## src/rtl/latch_mapper_gen_if.sv

```systemverilog
// latch_mapper_gen_if: CPU, PPU, save-state and memory-address signals of the latch mapper
interface latch_mapper_gen_if #(
  parameter int PRG_BITS = 1,
  parameter int CHR_BITS = 3
);
  logic [14:0] cpu_addr;
  logic cpu_ce;
  logic cpu_rw;
  logic [7:0] cpu_dat;
  logic [7:0] rom_dat;
  logic [13:0] ppu_addr;
  logic cfg_mir_v;
  logic ss_act;
  logic ss_we;
  logic [7:0] ss_addr;
  logic [7:0] ss_wdat;
  logic [7:0] ss_rdat;
  logic [PRG_BITS+14:0] prg_addr;
  logic [CHR_BITS+12:0] chr_addr;
  logic ciram_a10;
  logic locked;
  modport slave (
    input cpu_addr, cpu_ce, cpu_rw, cpu_dat, rom_dat, ppu_addr, cfg_mir_v,
    input ss_act, ss_we, ss_addr, ss_wdat,
    output ss_rdat, prg_addr, chr_addr, ciram_a10, locked
  );
  modport master (
    output cpu_addr, cpu_ce, cpu_rw, cpu_dat, rom_dat, ppu_addr, cfg_mir_v,
    output ss_act, ss_we, ss_addr, ss_wdat,
    input ss_rdat, prg_addr, chr_addr, ciram_a10, locked
  );
endinterface

```

## src/rtl/latch_mapper_gen.sv

```systemverilog
// latch_mapper_gen: parametrised discrete-latch NES mapper (PRG/CHR bank latch, mirroring, lock, save-state)
module latch_mapper_gen #(
  parameter int PRG_BITS = 1,
  parameter int PRG_SHIFT = 3,
  parameter int CHR_BITS = 3,
  parameter int CHR_SHIFT = 0,
  parameter int MIR_BIT = -1,
  parameter int LOCK_BIT = -1,
  parameter int BUS_CONFLICT = 0,
  parameter int IGNORE_CONSEC = 0,
  parameter logic [14:0] WR_MASK = 15'h0000,
  parameter logic [14:0] WR_MATCH = 15'h0000,
  parameter int MAP_IDX = 148
) (
  input logic m2,
  input logic map_rst_n,
  latch_mapper_gen_if.slave bus
);
  localparam bit HAS_LOCK = LOCK_BIT >= 0;
  localparam bit HAS_MIR = MIR_BIT >= 0;
  localparam int LB = HAS_LOCK ? LOCK_BIT : 0;
  localparam int MB = HAS_MIR ? MIR_BIT : 0;
  localparam logic [7:0] IDX = 8'(MAP_IDX);
  if (PRG_BITS < 1 || PRG_BITS > 4 || CHR_BITS < 1 || CHR_BITS > 5 ||
      PRG_SHIFT < 0 || CHR_SHIFT < 0 || PRG_SHIFT + PRG_BITS > 8 ||
      CHR_SHIFT + CHR_BITS > 8 || MIR_BIT > 7 || LOCK_BIT > 7) begin : g_cfg_err
    $error("latch_mapper_gen: latch field outside bits 7..0");
  end
  logic [7:0] latch_q;
  logic lock_q;
  logic prev_wr_q;
  logic wr_hit;
  logic accept;
  logic mir_v;
  logic [7:0] eff_dat;
  logic unused_bits;
  assign wr_hit = !bus.cpu_ce & !bus.cpu_rw & ((bus.cpu_addr & WR_MASK) == WR_MATCH);
  assign eff_dat = BUS_CONFLICT != 0 ? bus.cpu_dat & bus.rom_dat : bus.cpu_dat;
  // a write right after any CPU write attempt is dropped to mimic RMW double writes
  assign accept = wr_hit & !(IGNORE_CONSEC != 0 && prev_wr_q) & !(HAS_LOCK && lock_q);
  always_ff @(negedge m2 or negedge map_rst_n)
    if (!map_rst_n) begin
      latch_q <= '0;
      lock_q <= 1'b0;
      prev_wr_q <= 1'b0;
    end else if (bus.ss_act) begin
      prev_wr_q <= 1'b0;
      if (bus.ss_we && bus.ss_addr == 8'd0) latch_q <= bus.ss_wdat;
      if (bus.ss_we && bus.ss_addr == 8'd1) lock_q <= bus.ss_wdat[0];
    end else begin
      prev_wr_q <= wr_hit;
      if (accept) begin
        latch_q <= eff_dat;
        if (HAS_LOCK) lock_q <= eff_dat[LB];
      end
    end
  always_comb
    bus.ss_rdat = bus.ss_addr == 8'd0 ? latch_q :
                  bus.ss_addr == 8'd1 ? {7'b0, lock_q} :
                  bus.ss_addr == 8'd127 ? IDX : 8'hFF;
  assign bus.prg_addr = {latch_q[PRG_SHIFT +: PRG_BITS] & {PRG_BITS{!bus.cpu_ce}},
                         bus.cpu_addr[14:13] & {2{!bus.cpu_ce}}, bus.cpu_addr[12:0]};
  assign bus.chr_addr = {latch_q[CHR_SHIFT +: CHR_BITS], bus.ppu_addr[12:0]};
  assign mir_v = HAS_MIR ? latch_q[MB] : bus.cfg_mir_v;
  assign bus.ciram_a10 = mir_v ? bus.ppu_addr[10] : bus.ppu_addr[11];
  assign bus.locked = lock_q;
  assign unused_bits = ^{bus.ppu_addr[13], bus.rom_dat, bus.ss_wdat[7:1]};
endmodule

```

## src/flat_wrapper.sv

```systemverilog
// flat-port wrapper written by rule: the top's interface ports become plain ports
module latch_mapper_gen_flat 
#(
  parameter int PRG_BITS = 1,
  parameter int PRG_SHIFT = 3,
  parameter int CHR_BITS = 3,
  parameter int CHR_SHIFT = 0,
  parameter int MIR_BIT = -1,
  parameter int LOCK_BIT = -1,
  parameter int BUS_CONFLICT = 0,
  parameter int IGNORE_CONSEC = 0,
  parameter logic [14:0] WR_MASK = 15'h0000,
  parameter logic [14:0] WR_MATCH = 15'h0000,
  parameter int MAP_IDX = 148
)
  (m2, map_rst_n, bus_cpu_addr, bus_cpu_ce, bus_cpu_rw, bus_cpu_dat, bus_rom_dat, bus_ppu_addr, bus_cfg_mir_v, bus_ss_act, bus_ss_we, bus_ss_addr, bus_ss_wdat, bus_ss_rdat, bus_prg_addr, bus_chr_addr, bus_ciram_a10, bus_locked);
  latch_mapper_gen_if #(.PRG_BITS(PRG_BITS), .CHR_BITS(CHR_BITS)) bus_i ();
  input logic m2;
  input logic map_rst_n;
  input wire logic [$bits(bus_i.cpu_addr)-1:0] bus_cpu_addr;
  input wire logic [$bits(bus_i.cpu_ce)-1:0] bus_cpu_ce;
  input wire logic [$bits(bus_i.cpu_rw)-1:0] bus_cpu_rw;
  input wire logic [$bits(bus_i.cpu_dat)-1:0] bus_cpu_dat;
  input wire logic [$bits(bus_i.rom_dat)-1:0] bus_rom_dat;
  input wire logic [$bits(bus_i.ppu_addr)-1:0] bus_ppu_addr;
  input wire logic [$bits(bus_i.cfg_mir_v)-1:0] bus_cfg_mir_v;
  input wire logic [$bits(bus_i.ss_act)-1:0] bus_ss_act;
  input wire logic [$bits(bus_i.ss_we)-1:0] bus_ss_we;
  input wire logic [$bits(bus_i.ss_addr)-1:0] bus_ss_addr;
  input wire logic [$bits(bus_i.ss_wdat)-1:0] bus_ss_wdat;
  output wire logic [$bits(bus_i.ss_rdat)-1:0] bus_ss_rdat;
  output wire logic [$bits(bus_i.prg_addr)-1:0] bus_prg_addr;
  output wire logic [$bits(bus_i.chr_addr)-1:0] bus_chr_addr;
  output wire logic [$bits(bus_i.ciram_a10)-1:0] bus_ciram_a10;
  output wire logic [$bits(bus_i.locked)-1:0] bus_locked;
  assign bus_i.cpu_addr = bus_cpu_addr;
  assign bus_i.cpu_ce = bus_cpu_ce;
  assign bus_i.cpu_rw = bus_cpu_rw;
  assign bus_i.cpu_dat = bus_cpu_dat;
  assign bus_i.rom_dat = bus_rom_dat;
  assign bus_i.ppu_addr = bus_ppu_addr;
  assign bus_i.cfg_mir_v = bus_cfg_mir_v;
  assign bus_i.ss_act = bus_ss_act;
  assign bus_i.ss_we = bus_ss_we;
  assign bus_i.ss_addr = bus_ss_addr;
  assign bus_i.ss_wdat = bus_ss_wdat;
  assign bus_ss_rdat = bus_i.ss_rdat;
  assign bus_prg_addr = bus_i.prg_addr;
  assign bus_chr_addr = bus_i.chr_addr;
  assign bus_ciram_a10 = bus_i.ciram_a10;
  assign bus_locked = bus_i.locked;
  latch_mapper_gen #(.PRG_BITS(PRG_BITS), .PRG_SHIFT(PRG_SHIFT), .CHR_BITS(CHR_BITS), .CHR_SHIFT(CHR_SHIFT), .MIR_BIT(MIR_BIT), .LOCK_BIT(LOCK_BIT), .BUS_CONFLICT(BUS_CONFLICT), .IGNORE_CONSEC(IGNORE_CONSEC), .WR_MASK(WR_MASK), .WR_MATCH(WR_MATCH), .MAP_IDX(MAP_IDX)) u_core (.m2(m2), .map_rst_n(map_rst_n), .bus(bus_i));
endmodule
```

## config.mk

```make
export PLATFORM = sky130hd
export DESIGN_NAME = latch_mapper_gen_flat
export DESIGN_NICKNAME = d
export VERILOG_FILES = /design/src/rtl/latch_mapper_gen_if.sv /design/src/rtl/latch_mapper_gen.sv /design/src/flat_wrapper.sv
export SDC_FILE = /design/constraint.sdc
export NUM_CORES = 1
export LEC_CHECK = 0
export BUFFER_PORTS_ARGS = -buffer_cell sky130_fd_sc_hd__buf_2
export CAP_MARGIN = 20
export CORE_ASPECT_RATIO = 1.1
export CORE_MARGIN = 4
export CORE_UTILIZATION = 31
export DETAILED_ROUTE_END_ITERATION = 8
export PLACE_DENSITY = 0.78
export SETUP_SLACK_MARGIN = 0.02
export SLEW_MARGIN = 40
export SYNTH_ARGS = -nofsm -noshare
export SYNTH_HDL_FRONTEND = slang
export SYNTH_SLANG_ARGS = --single-unit
export TNS_END_PERCENT = 50
```

## constraint.sdc

```tcl
create_clock -name m2 -period 4 [get_ports m2]
set_input_delay 1.2 -clock m2 [delete_from_list [all_inputs] [get_ports m2]]
set_output_delay 1.2 -clock m2 [all_outputs]
set_load 0.05 [all_outputs]
```

---- Word-level counts from Yosys, hierarchy flattened ----
Cells that the tools add are included.
Widths: inputs -> output; s select.
operators by class
  reductions and logical operators ........ 8
  bitwise logic cells ..................... 3
  equal/unequal tests ..................... 3
  multiplexer cells ....................... 7
operators with widths
  kind                count
  $mux 8              5
  $eq 8x1->1 const B  1
  $eq 8x7->1 const B  1
  $logic_not 8->1     1
  $mux 7              1
  $reduce_and 2->1    2
  $and 1x1->1         2
  $and 2x2->2         1
  $logic_and 1x1->1   2
  $logic_not 1->1     2
  $ne 2x1->1 const B  1
  $reduce_bool 2->1   1
  $mux 1              1
word-level totals
  word-level logic and storage cells ...... 23
  bits in registers ....................... 9
  bits of input ports ..................... 68
  output and inout bits ................... 42

---- Logic depth before layout (Yosys ltp) ----
Gate-level depths: netlist of run 1.
  depth after elaboration ................. 4
  depth in mapped cells ................... 5
  depth with buffers taken out ............ 3

==> results.ini, run 1 <==
[placed_design]
gp_congestion=0.887
port-buffer-count=52
dpl_cell_area_um2=1070
dp.cells=164
dp_hpwl_mm=2.01
pre_cts_slack_ns=-0.972

[setup_path]
cpMostUsedCell=or4_4
reg2reg_slack_ns=3.04
cp-endpoint=u_core.latch_q[5]$_DFFE_NN0P_
crit_path_max_fanout=8
startpoint_type=primary input
worstReg2RegStart=u_core.latch_q[3]$_DFFE_NN0P_
end_kind=flip-flop
cp_top_family=simple AND/OR/NAND/NOR gates
crit_type=in2reg
slowest_stage=or4_4
crit_start=bus_ss_addr[5]
reg2reg_to=u_core.latch_q[3]$_DFFE_NN0P_
worstPathRequired_ns=2.11
cp.arrival_ns=2.68
cp.depth=4
r2r_cells=3
cp_cell_sequence=buf_6, or4_4, or4_4, o221a_1
critPathMaxStageDelay_ns=0.56
cp_num_buf_inv=1

[cells_and_area]
multi_input_area_um2=415
stdcell_area_um2=1300
regArea_um2=225
fillers=242
syn2layout_area_growth_pct=53.3
nets=213
n_antenna_cell=0
fin_util_pct=51.0
final_cells=175
drive_gt1_share_pct=66.7

[detailed_routing]
drt_iter0_drc=20
drt_wl_total_mm=2.52
routed-via-count=852
routed_via_density=4.87
route.detailed.drc=0
routedWlPerCell_um=14.4
first_pass_iters=2
ant_nets=0

[cts]
cts_buffers=3
cts_sinks=9
ctsRootBufferMaster=clkbuf_4
tritoncts=built
ctsHoldBuffers=0
cts_buffer_depth=2
cts_max_level=1
worst_setup_hold_path_clk_slew_ns=0.04
insertion_delay_ns=0.27

[global_routing]
grt_max_degree=10
antenna_found_initial=0
grt_pass1_wl_mm=4.21
grt_overflow=0
grt_pass1_vias=939
grt_use_total_pct=14.6

[die]
die_x_um=57.8
dieArea_um2=3630
rows=19
initial_core_util_pct=33.3
io_pins=110
dieHeight_um=62.8
fp.coreArea_um2=2540

[flow_run]
cap_viol_max_count=0

[logic_synthesis]
synth_flop_cell=dfrtn_1
ys_warn_count=0
avgSynthCellArea_um2=9.00
netlist_top_cells_area=buf_4, dfrtn_1, o221a_1
synth_top_cell_by_area=buf_4
yosysTopAreaCellShare_pct=26.6
yosysUniqueCellTypes=24
synth_common_cells=buf_4, dfrtn_1, inv_1, nand2b_1, o221a_1
synth_cells=94
yosysMostFrequentCell=buf_4
synth-seq-cells=9
synth_nets=162
ys_async_sr_fraction_pct=100
syn_area_um2=846
yosysSeqAreaShare_pct=26.6
synth_edf_count=0

[sta]
slew_violations=0
slew_headroom_pct=77.9
setup_slack_ns=-0.567
rsz0062_at_grt=true
setup_tns_ns=-8.12
setup_viol=22
tightest_slew_ns=0.331
hold_viol_final=0
fin_skew_ns=0
holdWs_ns=0.593

[outcome]
status=finished with violations
violations=setup timing

[power_and_ir_drop]
finalPower_mw=0.351
vdd_drop_max_uv=186
leakage_nw=0.643
p_per_area_nw_per_um2=271

[hold_path]
hp-class=reg2reg

==> worst min-delay path, cell delays in order, from the launching register on <==
cell	delay, ns
dfrtn_1	0.41
buf_4	0.11
o221a_1	0.16
==> layer usage <==
metal  up-vias  global-route usage (%)  wire length [um]
met3         8                    8.68               347
met2        46                    26.0              1310
met5         -                       0                 0
met4         0                    4.64                25
li1        406                       -                 -
met1       392                    13.7               831
==> where the power goes <==
| group | internal (mW) | switching (mW) | total, mW |
|---|---|---|---|
| Clock | 0.0383 | 0.0298 | 0.0681 |
| Combinational | 0.0846 | 0.0834 | 0.168 |
| Sequential | 0.107 | 0.00818 | 0.115 |
==> what timing repair did <==
action                                  CTS  global route
pin swaps                                10             4
endpoints found under the setup margin   22            22
gates resized for setup                  42             3
setup buffers                             6             1
==> worst min-delay path by stage <==
stage                                        from                       endpoint  cells after the start
detailed placement  u_core.bus.locked$_DFFE_NN0P_  u_core.bus.locked$_DFFE_NN0P_                      1
global placement    u_core.bus.locked$_DFFE_NN0P_  u_core.bus.locked$_DFFE_NN0P_                      1
global route        u_core.latch_q[1]$_DFFE_NN0P_  u_core.latch_q[1]$_DFFE_NN0P_                      2
floorplan           u_core.latch_q[3]$_DFFE_NN0P_  u_core.latch_q[3]$_DFFE_NN0P_                      1
CTS                 u_core.latch_q[4]$_DFFE_NN0P_  u_core.latch_q[4]$_DFFE_NN0P_                      2
finish              u_core.latch_q[4]$_DFFE_NN0P_  u_core.latch_q[4]$_DFFE_NN0P_                      2
==> cell type report <==
type,count,share of cell area (%)
repair buffers,78,43.2
multi-input cells,45,32.0
inverters,8,2.32
flip-flops and latches,9,17.4
clock buffers,4,2.03
well taps,31,2.99
==> sequential cells by signal (all words and copies together) (netlist names) <==
register / cells
u_core.bus.locked: 1
u_core.latch_q: 8
==> logic make-up (layout without fill, tap and decap cells) <==
family                 after synthesis  after routing  synth area share, %
flip-flops                           9              9                 26.6
buffers and inverters               40             90                 31.2
multiplexers                         3              3                 3.85
AO/OA/AOI/OAI                       18             18                 21.0
AND/OR/NAND/NOR                     24             24                 17.3
==> cells in the final DEF (no fill, tap or decap), types with 2 or more instances in the layout <==
master,count
or4_4,2
or3_1,2
buf_8,5
o221a_1,8
nand3_1,2
nor2b_1,2
inv_1,7
buf_6,8
o211ai_1,4
dfrtn_1,9
or3_2,2
clkbuf_4,3
o21ai_2,3
buf_4,28
nand2b_1,8
buf_2,37
No activity file was read; power rests on OpenSTA's default activity.
==> run 2, diff against run 1 <==
==> constraint.sdc (replaced) <==
create_clock -name m2 -period 4.35 [get_ports m2]
set_input_delay 1.305 -clock m2 [delete_from_list [all_inputs] [get_ports m2]]
set_output_delay 1.305 -clock m2 [all_outputs]
set_load 0.05 [all_outputs]
==> run 2 against run 1 <==
The flow still finishes with violations (setup timing). Die area did not move. Core utilization fell by 0.34 points. Critical endpoint is now u_core.latch_q[6]$_DFFE_NN0P_. Combinational power fell by 9.5%.
==> results.ini, run 2 (synthesis results as in run 1) <==
[detailed_routing]
first_pass_iters=4
routed-via-count=835
drt_wl_total_mm=2.69
drt_iter0_drc=20
ant_nets=0
route.detailed.drc=0
routedWlPerCell_um=15.5
routed_via_density=4.80

[placed_design]
dp_hpwl_mm=2.06
gp_congestion=0.876
dp.cells=163
port-buffer-count=52

[setup_path]
cp.arrival_ns=2.79
slowest_stage=or4_4
end_kind=flip-flop
cp_num_buf_inv=1
startpoint_type=primary input
crit_type=in2reg
crit_path_max_fanout=8
critPathMaxStageDelay_ns=0.56
cp_top_family=simple AND/OR/NAND/NOR gates
cp_cell_sequence=buf_6, or4_4, or4_4, o221a_1
worstPathRequired_ns=2.28
cpMostUsedCell=or4_4

[die]
fp.coreArea_um2=2540
dieArea_um2=3630
rows=19
die_x_um=57.8
dieHeight_um=62.8
initial_core_util_pct=33.3
io_pins=110

[cells_and_area]
mostFrequentLayoutCells=buf_2, buf_4, buf_6
n_antenna_cell=0
final_cells=174
syn2layout_area_growth_pct=52.2
final_common_cell=buf_2
nets=212
top_register=u_core.latch_q
drive_gt1_share_pct=66.4
fillers=229
fin_util_pct=50.6
largest_reg_flops=8

[cts]
tritoncts=built
cts_buffer_depth=2
worst_setup_hold_path_clk_slew_ns=0.04
cts_buffers=3
cts_sinks=9
ctsHoldBuffers=0
ctsRootBufferMaster=clkbuf_4
insertion_delay_ns=0.26
cts_max_level=1

[sta]
hold_viol_final=0
slew_violations=0
fin_skew_ns=0
tightest_slew_ns=0.315
slew_headroom_pct=78.9
setup_slack_ns=-0.507
rsz0062_at_grt=true
holdWs_ns=0.582
setup_viol=22

[power_and_ir_drop]
p_int_mw=0.208
seqPwrFrac_pct=33.2
leakage_nw=0.640
combPwrFrac_pct=47.7
vdd_drop_max_uv=154
p_per_area_nw_per_um2=247
power_switching_mw=0.110
p_clk_share_pct=19.1
switching_share_pct=34.5

[global_routing]
grt_overflow=0
antenna_found_initial=0
grt_pass1_wl_mm=4.25
grt_max_degree=10
grt_use_total_pct=15.0
grt_pass1_vias=925

[flow_run]
cap_viol_max_count=0

[outcome]
status=finished with violations
violations=setup timing

[hold_path]
hp-class=reg2reg

## run 2: power by group through the flow
stage	Clock (mW)	Combinational (mW)	Sequential, mW
after floorplan	0	0.131	0.106
after CTS	0.0647	0.149	0.105
after global placement	0	0.119	0.106
after global routing	0.0734	0.161	0.107
after detailed placement	0	0.123	0.106
final	0.0608	0.152	0.106
## run 2: repair_timing
item,4_1_cts,5_1_grt
pin swaps,9,5
setup buffers,5,3
endpoints found under the hold margin,0,0
resized for setup,42,4
setup endpoints to repair,22,22
## run 2: cell type report
type / instances / area [um^2] / area share (%)
inverters: 8 / 30.0 / 2.33
clock buffers: 4 / 26.3 / 2.04
repair buffers: 77 / 557 / 43.2
flip-flops and latches: 9 / 225 / 17.5
well taps: 31 / 38.8 / 3.01
multi-input cells: 45 / 410 / 31.9
## run 2: worst paths after layout
| check | from | endpoint | slack, ns | cells past startpoint |
|---|---|---|---|---|
| max in group asynchronous | map_rst_n | u_core.latch_q[7]$_DFFE_NN0P_ | 1.21 | 1 |
| min | u_core.latch_q[4]$_DFFE_NN0P_ | u_core.latch_q[4]$_DFFE_NN0P_ | 0.58 | 2 |
| max reg2reg | u_core.bus.locked$_DFFE_NN0P_ | u_core.bus.locked$_DFFE_NN0P_ | 3.33 | 3 |
| min reg2reg | u_core.latch_q[4]$_DFFE_NN0P_ | u_core.latch_q[4]$_DFFE_NN0P_ | 0.58 | 2 |
| min in group asynchronous | map_rst_n | u_core.latch_q[0]$_DFFE_NN0P_ | 2.94 | 1 |
| max | bus_ss_addr[5] | u_core.latch_q[6]$_DFFE_NN0P_ | -0.51 | 4 |
## run 2: worst reg2reg max path: cells and delay by family, from the launching register on
kind	cells	cell delay, ns
flip-flops	1	0.36
buffers and inverters	2	0.25
multiplexers	1	0.26
## run 2: metal layers
metal  vias up  global-route usage [%]  share of wire (%)
li1        403                       -                  -
met1       383                    14.4                 34
met2        43                    27.5                 54
met3         6                    5.37                 11
met4         0                    6.67                1.0
met5         -                       0                  0
## run 2: metrics by stage
step | setup WS, ns | TNS (ns) | cell area, um^2 | total power [mW]
finish | -0.507 | -6.84 | 1290 | 0.318
global route | -0.502 | -7.59 | 1290 | 0.341
CTS | -0.491 | -6.55 | 1260 | 0.319
detailed placement | -0.912 | -8.22 | 1060 | 0.229
global placement | -0.875 | -7.84 | 1060 | 0.224
floorplan | -0.698 | -10.10 | 867 | 0.238
==> run 3, diff against run 2 <==
--- a/config.mk
+++ b/config.mk
@@ -10,7 +10,9 @@
 export CORE_ASPECT_RATIO = 1.1
 export CORE_MARGIN = 4
 export CORE_UTILIZATION = 31
+export CTS_CLUSTER_SIZE = 10
 export DETAILED_ROUTE_END_ITERATION = 8
+export GPL_TIMING_DRIVEN = 0
 export PLACE_DENSITY = 0.78
 export SETUP_SLACK_MARGIN = 0.02
 export SLEW_MARGIN = 40
==> run 3 against run 2 <==
The flow still finishes with violations (setup timing). Wire length is 20% higher. Final cell count grew 24%. Non-clock buffer count up 41. Clock power increased by 2%. Critical path type unchanged. Flip-flop and latch count stayed put. Clock-buffer cell count fell by 1. Die area is the same.
==> results.ini, run 3 (synthesis results as in run 1) <==
[global_routing]
grt_pass1_wl_mm=4.62
antenna_found_initial=0
met3_usage_pct=4.96
use_met2_pct=30.6
grt_use_total_pct=16.2
grt_pass1_vias=1063
gr-usage-met1_pct=15.6
grt_max_degree=10
gr-max-usage-layer=met2
grt_overflow=0

[power_and_ir_drop]
p_per_area_nw_per_um2=247
finalPower_mw=0.380
p_int_mw=0.220
vdd_drop_max_uv=181
combPwrFrac_pct=55.3
power_switching_mw=0.160
p_clk_share_pct=16.4
seqPwrFrac_pct=28.4
leakage_nw=0.819
switching_share_pct=42.1

[cells_and_area]
syn2layout_area_growth_pct=82.1
n_antenna_cell=0
multi_input_area_um2=418
stdcell_area_um2=1540
regArea_um2=225
fillers=203
largest_reg_flops=8
top_register=u_core.latch_q
final_cells=215
nets=253
final_common_cell=buf_2
drive_gt1_share_pct=75.0
mostFrequentLayoutCells=buf_2, buf_4, dfrtn_1

[cts]
cts_sinks=9
ctsHoldBuffers=0
ctsRootBufferMaster=clkbuf_4
tritoncts=built
cts_buffers=3
worst_setup_hold_path_clk_slew_ns=0.05
cts_buffer_depth=2
insertion_delay_ns=0.27
cts_max_level=1

[sta]
slew_violations=0
slew_headroom_pct=64.0
tightest_slew_ns=0.540
rsz0062_at_grt=true
fin_skew_ns=0
setup_viol=22
setup_slack_ns=-0.509
hold_viol_final=0

[setup_path]
crit_type=in2reg
startpoint_type=primary input
crit_path_max_fanout=8
cp.arrival_ns=2.80
end_kind=flip-flop
worstPathRequired_ns=2.29

[placed_design]
pre_cts_slack_ns=-0.925
dp_hpwl_mm=2.40
gp_congestion=0.873
dpl_cell_area_um2=1290
port-buffer-count=75
dp.cells=200

[die]
fp.coreArea_um2=2540
initial_core_util_pct=33.3
dieHeight_um=62.8
io_pins=110
rows=19
dieArea_um2=3630
die_x_um=57.8

[detailed_routing]
routedWlPerCell_um=15.1
drt_wl_total_mm=3.24
first_pass_iters=4
ant_nets=0
drt_iter0_drc=29
route.detailed.drc=0
routed-via-count=1028
routed_via_density=4.78

[outcome]
violations=setup timing
status=finished with violations

[hold_path]
hp-class=reg2reg

[flow_run]
cap_viol_max_count=0

[run 3: timing repair]
action	4_1_cts	5_1_grt
endpoints found under the setup margin	22	22
hold endpoints to repair	0	0
setup buffers	6	6
pin swaps	6	6
gates resized for setup	42	2
[run 3: metrics by stage]
stage	hold slack, ns	utilization, %	TNS [ns]
5_1_grt	0.527	60.6	-7.86
2_1_floorplan	0.475	-	-10.10
4_1_cts	0.502	58.9	-7.05
3_5_place_dp	0.502	50.6	-8.25
6_report	0.499	60.6	-7.19
3_3_place_gp	0.479	50.4	-7.75
[run 3: worst paths after layout]
kind	startpoint	endpoint	slack (ns)	cells after the start
setup reg to reg	u_core.bus.locked$_DFFE_NN0P_	u_core.bus.locked$_DFFE_NN0P_	3.29	3
min in group asynchronous	map_rst_n	u_core.latch_q[1]$_DFFE_NN0P_	2.93	1
hold / removal	u_core.latch_q[4]$_DFFE_NN0P_	u_core.latch_q[4]$_DFFE_NN0P_	0.50	1
max in group asynchronous	map_rst_n	u_core.latch_q[6]$_DFFE_NN0P_	1.21	1
hold reg to reg	u_core.latch_q[4]$_DFFE_NN0P_	u_core.latch_q[4]$_DFFE_NN0P_	0.50	1
setup / recovery	bus_ss_addr[1]	u_core.latch_q[2]$_DFFE_NN0P_	-0.51	5
[run 3: final cells by class]
class	count	area share, %
tap	31	2.52
clock inverter	1	0.325
inverter	8	1.95
clock buffer	3	1.46
timing repair buffer	87	36.5
buffer	31	15.5
multi-input combinational	45	27.1
sequential	9	14.6
[run 3: power groups by stage]
| stage | Combinational (mW) | Clock, mW | Sequential [mW] |
|---|---|---|---|
| after floorplan | 0.131 | 0 | 0.106 |
| after global placement | 0.170 | 0 | 0.108 |
| after detailed placement | 0.174 | 0 | 0.109 |
| after CTS | 0.201 | 0.0645 | 0.107 |
| after global routing | 0.219 | 0.0734 | 0.109 |
| final | 0.210 | 0.0622 | 0.108 |
[run 3: critical path: stages]
cell and delay, ns:
buf_6 0.09, or3_4 0.38, clkbuf_8 0.14, or4_4 0.58, o221a_1 0.29
[run 3: per-layer routing]
metal	part of all wire, %	routed length [um]
met5	0	0
met2	57	1830
met3	11	343
met1	32	1050
met4	0.52	17
